### src/rtl/midi_pkg.sv
// rtl/midi_pkg.sv - shared constants and state encodings for the MIDI note receiver
// Purpose: status-byte constants, baud rate and FSM encodings used by
//          midi_byte_rx and midi_note_rx.
// Ports:   none (package)
package midi_pkg;

  localparam logic [3:0] NOTE_OFF      = 4'h8;
  localparam logic [3:0] NOTE_ON       = 4'h9;
  localparam logic [7:0] REALTIME_MIN  = 8'hF8;
  localparam logic [7:0] SYSCOMMON_MIN = 8'hF0;
  localparam int         MIDI_BAUD     = 31250;

  typedef enum logic [2:0] {
    RX_IDLE,
    RX_START,
    RX_DATA,
    RX_STOP,
    RX_WAIT_HIGH
  } rx_state_e;

  typedef enum logic [1:0] {
    P_WAIT_STATUS,
    P_WAIT_NOTE,
    P_WAIT_VEL
  } parse_state_e;

endpackage

### src/rtl/midi_byte_rx.sv
// rtl/midi_byte_rx.sv - MIDI UART byte receiver (8N1, LSB first, idle high)
// Purpose: synchronises the raw serial line and deserialises bytes.
// Ports:
//   clk, rst       clock, synchronous active-high reset
//   midi_rx        raw asynchronous serial input
//   rx_byte        last received byte, stable while byte_strobe is high
//   byte_strobe    1-cycle pulse, the cycle after a good stop-bit sample
//   framing_error  1-cycle pulse, the cycle after a low stop-bit sample
module midi_byte_rx
  import midi_pkg::*;
#(
  parameter int CLKS_PER_BIT = 384
) (
  input  logic       clk,
  input  logic       rst,
  input  logic       midi_rx,
  output logic [7:0] rx_byte,
  output logic       byte_strobe,
  output logic       framing_error
);

  localparam int            CW        = $clog2(CLKS_PER_BIT);
  localparam logic [CW-1:0] BIT_LAST  = CW'(CLKS_PER_BIT - 1);
  localparam logic [CW-1:0] HALF_LAST = CW'(CLKS_PER_BIT / 2 - 1);

  logic          sync1_q, sync1_d;
  logic          sync2_q, sync2_d;
  rx_state_e     state_q, state_d;
  logic [CW-1:0] cnt_q, cnt_d;
  logic [2:0]    bit_q, bit_d;
  logic [7:0]    shift_q, shift_d;
  logic          strobe_q, strobe_d;
  logic          ferr_q, ferr_d;
  logic          rx_s;

  assign rx_s          = sync2_q;
  assign rx_byte       = shift_q;
  assign byte_strobe   = strobe_q;
  assign framing_error = ferr_q;

  always_comb begin
    sync1_d  = midi_rx;
    sync2_d  = sync1_q;
    state_d  = state_q;
    cnt_d    = cnt_q + 1'b1;
    bit_d    = bit_q;
    shift_d  = shift_q;
    strobe_d = 1'b0;
    ferr_d   = 1'b0;
    case (state_q)
      RX_IDLE: begin
        cnt_d = '0;
        if (!rx_s) state_d = RX_START;
      end
      RX_START: begin
        // Re-check at mid start bit so short glitches are rejected.
        if (cnt_q == HALF_LAST) begin
          cnt_d   = '0;
          bit_d   = '0;
          state_d = rx_s ? RX_IDLE : RX_DATA;
        end
      end
      RX_DATA: begin
        if (cnt_q == BIT_LAST) begin
          cnt_d   = '0;
          shift_d = {rx_s, shift_q[7:1]};
          if (bit_q == 3'd7) state_d = RX_STOP;
          else               bit_d   = bit_q + 3'd1;
        end
      end
      RX_STOP: begin
        if (cnt_q == BIT_LAST) begin
          cnt_d = '0;
          if (rx_s) begin
            strobe_d = 1'b1;
            state_d  = RX_IDLE;
          end else begin
            ferr_d  = 1'b1;
            state_d = RX_WAIT_HIGH;
          end
        end
      end
      RX_WAIT_HIGH: begin
        // A held break reports once; wait for the line to recover.
        cnt_d = '0;
        if (rx_s) state_d = RX_IDLE;
      end
      default: state_d = RX_IDLE;
    endcase
  end

  always_ff @(posedge clk) begin
    if (rst) begin
      sync1_q  <= 1'b1;
      sync2_q  <= 1'b1;
      state_q  <= RX_IDLE;
      cnt_q    <= '0;
      bit_q    <= '0;
      shift_q  <= '0;
      strobe_q <= 1'b0;
      ferr_q   <= 1'b0;
    end else begin
      sync1_q  <= sync1_d;
      sync2_q  <= sync2_d;
      state_q  <= state_d;
      cnt_q    <= cnt_d;
      bit_q    <= bit_d;
      shift_q  <= shift_d;
      strobe_q <= strobe_d;
      ferr_q   <= ferr_d;
    end
  end

endmodule

### src/rtl/midi_note_rx.sv
// rtl/midi_note_rx.sv - MIDI serial receiver and Note On/Off parser
// Purpose: receives MIDI bytes and turns Note On/Off messages (with running
//          status) into one-cycle note strobes for the tone player.
// Config:  MIDI_CHANNEL_FILTER_EN - when defined, only voice messages on
//          channel CHANNEL are accepted; otherwise all 16 channels are.
// Ports:
//   clk, rst       clock, synchronous active-high reset
//   midi_rx        raw asynchronous MIDI line, idle high
//   midi_data      {1'b0, note}, held until the next strobe
//   midi_velocity  velocity of the last Note On
//   midi_valid     1-cycle pulse: Note On with non-zero velocity
//   note_off       1-cycle pulse: Note Off or Note On with velocity 0
//   framing_error  1-cycle pulse: stop bit sampled low
module midi_note_rx
  import midi_pkg::*;
#(
  parameter int CLKS_PER_BIT = 384,
  parameter int CHANNEL      = 0
) (
  input  logic       clk,
  input  logic       rst,
  input  logic       midi_rx,
  output logic [7:0] midi_data,
  output logic [6:0] midi_velocity,
  output logic       midi_valid,
  output logic       note_off,
  output logic       framing_error
);

`ifdef MIDI_CHANNEL_FILTER_EN
  localparam bit FILTER_EN = 1'b1;
`else
  localparam bit FILTER_EN = 1'b0;
`endif
  localparam logic [3:0] CHAN = 4'(CHANNEL);

  logic [7:0]   rx_byte;
  logic         byte_strobe;

  parse_state_e pstate_q, pstate_d;
  logic         rs_valid_q, rs_valid_d;   // running status held
  logic         rs_on_q, rs_on_d;         // running status is Note On
  logic [6:0]   note_q, note_d;
  logic [7:0]   data_q, data_d;
  logic [6:0]   vel_q, vel_d;
  logic         valid_q, valid_d;
  logic         off_q, off_d;
  logic         is_voice;
  logic         chan_ok;

  midi_byte_rx #(.CLKS_PER_BIT(CLKS_PER_BIT)) u_byte_rx (
    .clk           (clk),
    .rst           (rst),
    .midi_rx       (midi_rx),
    .rx_byte       (rx_byte),
    .byte_strobe   (byte_strobe),
    .framing_error (framing_error)
  );

  assign is_voice      = (rx_byte[7:4] == NOTE_OFF) || (rx_byte[7:4] == NOTE_ON);
  assign chan_ok       = !FILTER_EN || (rx_byte[3:0] == CHAN);
  assign midi_data     = data_q;
  assign midi_velocity = vel_q;
  assign midi_valid    = valid_q;
  assign note_off      = off_q;

  always_comb begin
    pstate_d   = pstate_q;
    rs_valid_d = rs_valid_q;
    rs_on_d    = rs_on_q;
    note_d     = note_q;
    data_d     = data_q;
    vel_d      = vel_q;
    valid_d    = 1'b0;
    off_d      = 1'b0;
    // Real-time bytes (>= F8) leave the parser completely untouched.
    if (byte_strobe && (rx_byte < REALTIME_MIN)) begin
      if (rx_byte[7]) begin
        // Any status byte also aborts a message waiting for its velocity.
        if (is_voice && chan_ok) begin
          rs_valid_d = 1'b1;
          rs_on_d    = (rx_byte[7:4] == NOTE_ON);
          pstate_d   = P_WAIT_NOTE;
        end else begin
          rs_valid_d = 1'b0;
          rs_on_d    = 1'b0;
          pstate_d   = P_WAIT_STATUS;
        end
      end else if (rs_valid_q) begin
        case (pstate_q)
          P_WAIT_NOTE: begin
            note_d   = rx_byte[6:0];
            pstate_d = P_WAIT_VEL;
          end
          P_WAIT_VEL: begin
            pstate_d = P_WAIT_NOTE;
            data_d   = {1'b0, note_q};
            if (rs_on_q && (rx_byte[6:0] != 7'd0)) begin
              vel_d   = rx_byte[6:0];
              valid_d = 1'b1;
            end else begin
              off_d = 1'b1;
            end
          end
          default: ;
        endcase
      end
    end
  end

  always_ff @(posedge clk) begin
    if (rst) begin
      pstate_q   <= P_WAIT_STATUS;
      rs_valid_q <= 1'b0;
      rs_on_q    <= 1'b0;
      note_q     <= '0;
      data_q     <= '0;
      vel_q      <= '0;
      valid_q    <= 1'b0;
      off_q      <= 1'b0;
    end else begin
      pstate_q   <= pstate_d;
      rs_valid_q <= rs_valid_d;
      rs_on_q    <= rs_on_d;
      note_q     <= note_d;
      data_q     <= data_d;
      vel_q      <= vel_d;
      valid_q    <= valid_d;
      off_q      <= off_d;
    end
  end

endmodule

### config.mk
export PLATFORM = sky130hd
export DESIGN_NAME = midi_note_rx
export DESIGN_NICKNAME = d
export VERILOG_FILES = /design/src/rtl/midi_pkg.sv /design/src/rtl/midi_byte_rx.sv /design/src/rtl/midi_note_rx.sv
export SDC_FILE = /design/constraint.sdc
export NUM_CORES = 1
export LEC_CHECK = 0
export CAP_MARGIN = 25
export CORE_UTILIZATION = 42
export CTS_CLUSTER_SIZE = 10
export DETAILED_ROUTE_END_ITERATION = 10
export PLACE_DENSITY_LB_ADDON = 0.12
export SETUP_SLACK_MARGIN = 0.05
export SLEW_MARGIN = 40
export SYNTH_ARGS = -nofsm -noshare
export SYNTH_HDL_FRONTEND = slang
export SYNTH_HIERARCHICAL = 1
export SYNTH_SLANG_ARGS = --single-unit
### constraint.sdc
create_clock -name clk -period 1.9 [get_ports clk]
set_input_delay 0.475 -clock clk [delete_from_list [all_inputs] [get_ports clk]]
set_output_delay 0.475 -clock clk [all_outputs]
set_load 0.005 [all_outputs]
==> qor.txt <==
M1 wire length - 1950 µm
Non-Filler Instances - 338
Hold Buf Count CTS - 0
CTS Root Cell - clkbuf_8
drt pass-1 iters - 4
vias in the first global route - 1514
Starting Density - 43.62%
#FFs+latches synth - 54
worst endpoint required time - 2.14 ns
Worst-path clk slew - 0.09 ns
crit-path cells - ha_1 > nand3_1 > or2_2 > or4_1 > o21ai_0
CTS resizes - 0
Setup Buffers After CTS - 0
P per Cell Area - 714.1 mW/mm²
Synth Area in Adders - 1.674%
H-Tree Depth - 2
Area contributors post-synth - dfxtp_1 48%, mux2i_1 10%, nor2_1 6.2%
xor and xnor area share after synthesis - 2.734%
RSZ-0062 raised after global routing - no
Power, Total - 1.933 mW
CTS tree - yes
endpoints failing hold - 0
Max Cap Viol - 0
clock network power share - 38.7%
Yosys warning count - 6
total track usage - 16.45%
clk_skew - 0.008852 ns
setup_tns - 0 ns
Reg power frac - 58.9%
WL met3 - 112 µm
WP depth - 5
area share of the largest cell type after synthesis - 48.21%
crit-path leading delay family - simple AND/OR/NAND/NOR gates
largest net degree at the start of global routing - 23
DRC - 0
CP bufs+invs - 0
dominant cell type by area after synthesis - dfxtp_1
clock sinks - 54
FP Rows - 26
first-pass GRT wire length - 6886 µm
Worst setup EP type - flop
CP max stage delay - 0.46 ns
final setup fails - 0
gr ovfl total - 0
kind of start point of the critical path - flop
met2 WL post-DR - 1906 µm
Combinational Power Share - 2.4%
share of layout cells above drive strength 1 - 11.94%
Sw Share - 19.71%
mux cell area share after synthesis - 10.27%
initial antenna violation count - 0
Achievable Freq - 587.7 MHz
syn nets - 243
sequential area share after synthesis - 48.21%
Leakage - 0.9606 nW
Vias - 1667
period utilization - 89.55%
1st-iter DRT viols - 65
clk_lat worst skew - 0.30 ns
drt wl/cell - 11.98 µm
die footprint - 0.005635 mm²
diode count - 0
sw power - 0.3810 mW
Synth Area in Compound Gates - 9.152%
fin. max-slew vios - 0
Worst Hold Path Cells - 1
worst vdd ir - 497.5 µV
hpwl dp - 2921 µm
post-synthesis cell count - 237
CTS Buffer Depth - 2
TritonCTS Buffers - 5
Tmin final - 1.701 ns
Detailed Route WL - 4049 µm
hold crit path type - flop to flop
simple-gate portion of the synthesized area - 25.06%
post-synthesis cell area - 0.002242 mm²
status - completed
via/cell ratio - 4.932
number of library cell types mapped by synthesis - 43
largest family of logic cells by synthesized area - simple AND/OR/NAND/NOR gates
Core ar. - 0.005140 mm²
Internal - 1.552 mW
GP Congestion - 0.7218
Setup CP Type - flop to flop
die width - 75.07 µm
Routed Antenna Nets - 0
Layout area overhead - 20.70%
syn_area_per_cell - 9.461 µm²
max layer used - met4
worst-path fanout max - 4
Port Buffers - 19
Slowest-stage cell, CP - or4_1
DP Cell Count - 330
Arrival @ worst endpoint - 1.94 ns
Fill cells - 513
final net count - 273
Reg2Reg Depth - 5
Die Ht - 75.07 µm
I/O Pins - 21
[registers in the layout, summed over array words and instances (netlist names), 2 cells and up]
signal,flops
u_byte_rx/rx_byte,8
midi_data,7
u_byte_rx/state_q,3
pstate_q,2
u_byte_rx/cnt_q,9
u_byte_rx/bit_q,3
note_q,7
midi_velocity,7
[worst paths after layout]
check,from,endpoint,slack [ns]
worst max-delay path,u_byte_rx/cnt_q[0]$_SDFF_PP0_,u_byte_rx/state_q[1]$_SDFFE_PP0P_,0.20
worst min-delay path,u_byte_rx/sync1_q$_SDFF_PP1_,u_byte_rx/rx_s$_SDFF_PP1_,0.41
worst max register to register,u_byte_rx/cnt_q[0]$_SDFF_PP0_,u_byte_rx/state_q[1]$_SDFFE_PP0P_,0.20
worst min register to register,u_byte_rx/sync1_q$_SDFF_PP1_,u_byte_rx/rx_s$_SDFF_PP1_,0.41
[cell families after synthesis]
group / Yosys count
adders and majority gates: 3
DFF: 54
AOI/OAI and AO/OA: 31
other: 1
xor gates and xnor gates: 7
buffers and inverters: 15
and+or+nand+nor: 103
muxes: 23
[power groups by stage]
| stage | clock, mW | sequential (mW) | combinational, mW |
|---|---|---|---|
| finish | 0.747 | 1.14 | 0.0459 |
| global route | 0.810 | 1.14 | 0.0508 |
| CTS | 0.773 | 1.14 | 0.0461 |
| detailed placement | 0 | 1.17 | 0.0459 |
| global placement | 0 | 1.17 | 0.0459 |
| floorplan | 0 | 1.16 | 0.0301 |
[synthesized netlist by cell type, drive strengths merged]
master / number
clkbuf: 8
nand3: 6
xnor2: 5
nand2: 13
or3: 1
a311o: 1
or4b: 1
nand3b: 1
o22ai: 1
ha: 3
o21ai: 11
nor3b: 1
o41ai: 1
or4: 2
a21oi: 11
xor2: 2
conb: 1
buf: 2
o2bb2ai: 2
nor4: 1
nand4: 1
and3: 3
a211o: 1
a22oi: 1
and2: 1
nor3: 6
mux2i: 23
dfxtp: 54
nand4b: 4
a2111oi: 1
nand2b: 16
nor2: 38
or2: 5
nor2b: 2
inv: 5
and3b: 1
a41oi: 1
[area by class of cell]
class	count	area, µm²	area share [%]
flip-flops and latches	54	1081	39.94
inverters	5	18.77	0.6935
multi-input cells	168	1105	40.82
repair buffers	33	307.8	11.37
clock inverters	1	30.03	1.110
clock buffers	7	76.32	2.820
well taps	70	87.58	3.236
[placed cells by master (no fill, tap or decap), types with 3 or more instances in the layout]
master | Yosys | final
buf_4 | 1 | 13
ha_1 | 3 | 3
dfxtp_1 | 54 | 54
or2_2 | 4 | 4
nand2b_1 | 16 | 16
mux2i_1 | 23 | 23
nor2_1 | 37 | 37
nand2_1 | 13 | 13
clkbuf_8 | 0 | 5
nor3_1 | 6 | 5
a21oi_1 | 11 | 11
nand4b_1 | 3 | 3
xnor2_1 | 5 | 5
inv_1 | 5 | 5
nand3_1 | 5 | 5
and3_1 | 3 | 3
clkdlybuf4s50_1 | 0 | 19
o21ai_0 | 11 | 11
[stage by stage]
| stage | instance area [µm²] | setup slack [ns] | utilization (%) | hold slack [ns] |
|---|---|---|---|---|
| after floorplan | 2242 | 0.1772 | - | 0.3895 |
| after global placement | 2595 | 0.05489 | 50.49 | 0.4014 |
| after detailed placement | 2595 | 0.01970 | 50.49 | 0.3960 |
| after CTS | 2701 | 0.1787 | 52.56 | 0.4178 |
| after global routing | 2706 | 0.06103 | 52.65 | 0.4279 |
| final | 2706 | 0.1986 | 52.65 | 0.4143 |
[routing by layer]
layer,track usage (%),vias up
met5,0,-
met4,8.176,0
met3,3.614,7
met2,27.73,26
met1,19.80,767
li1,-,867
(Power assumes the default switching activity.)
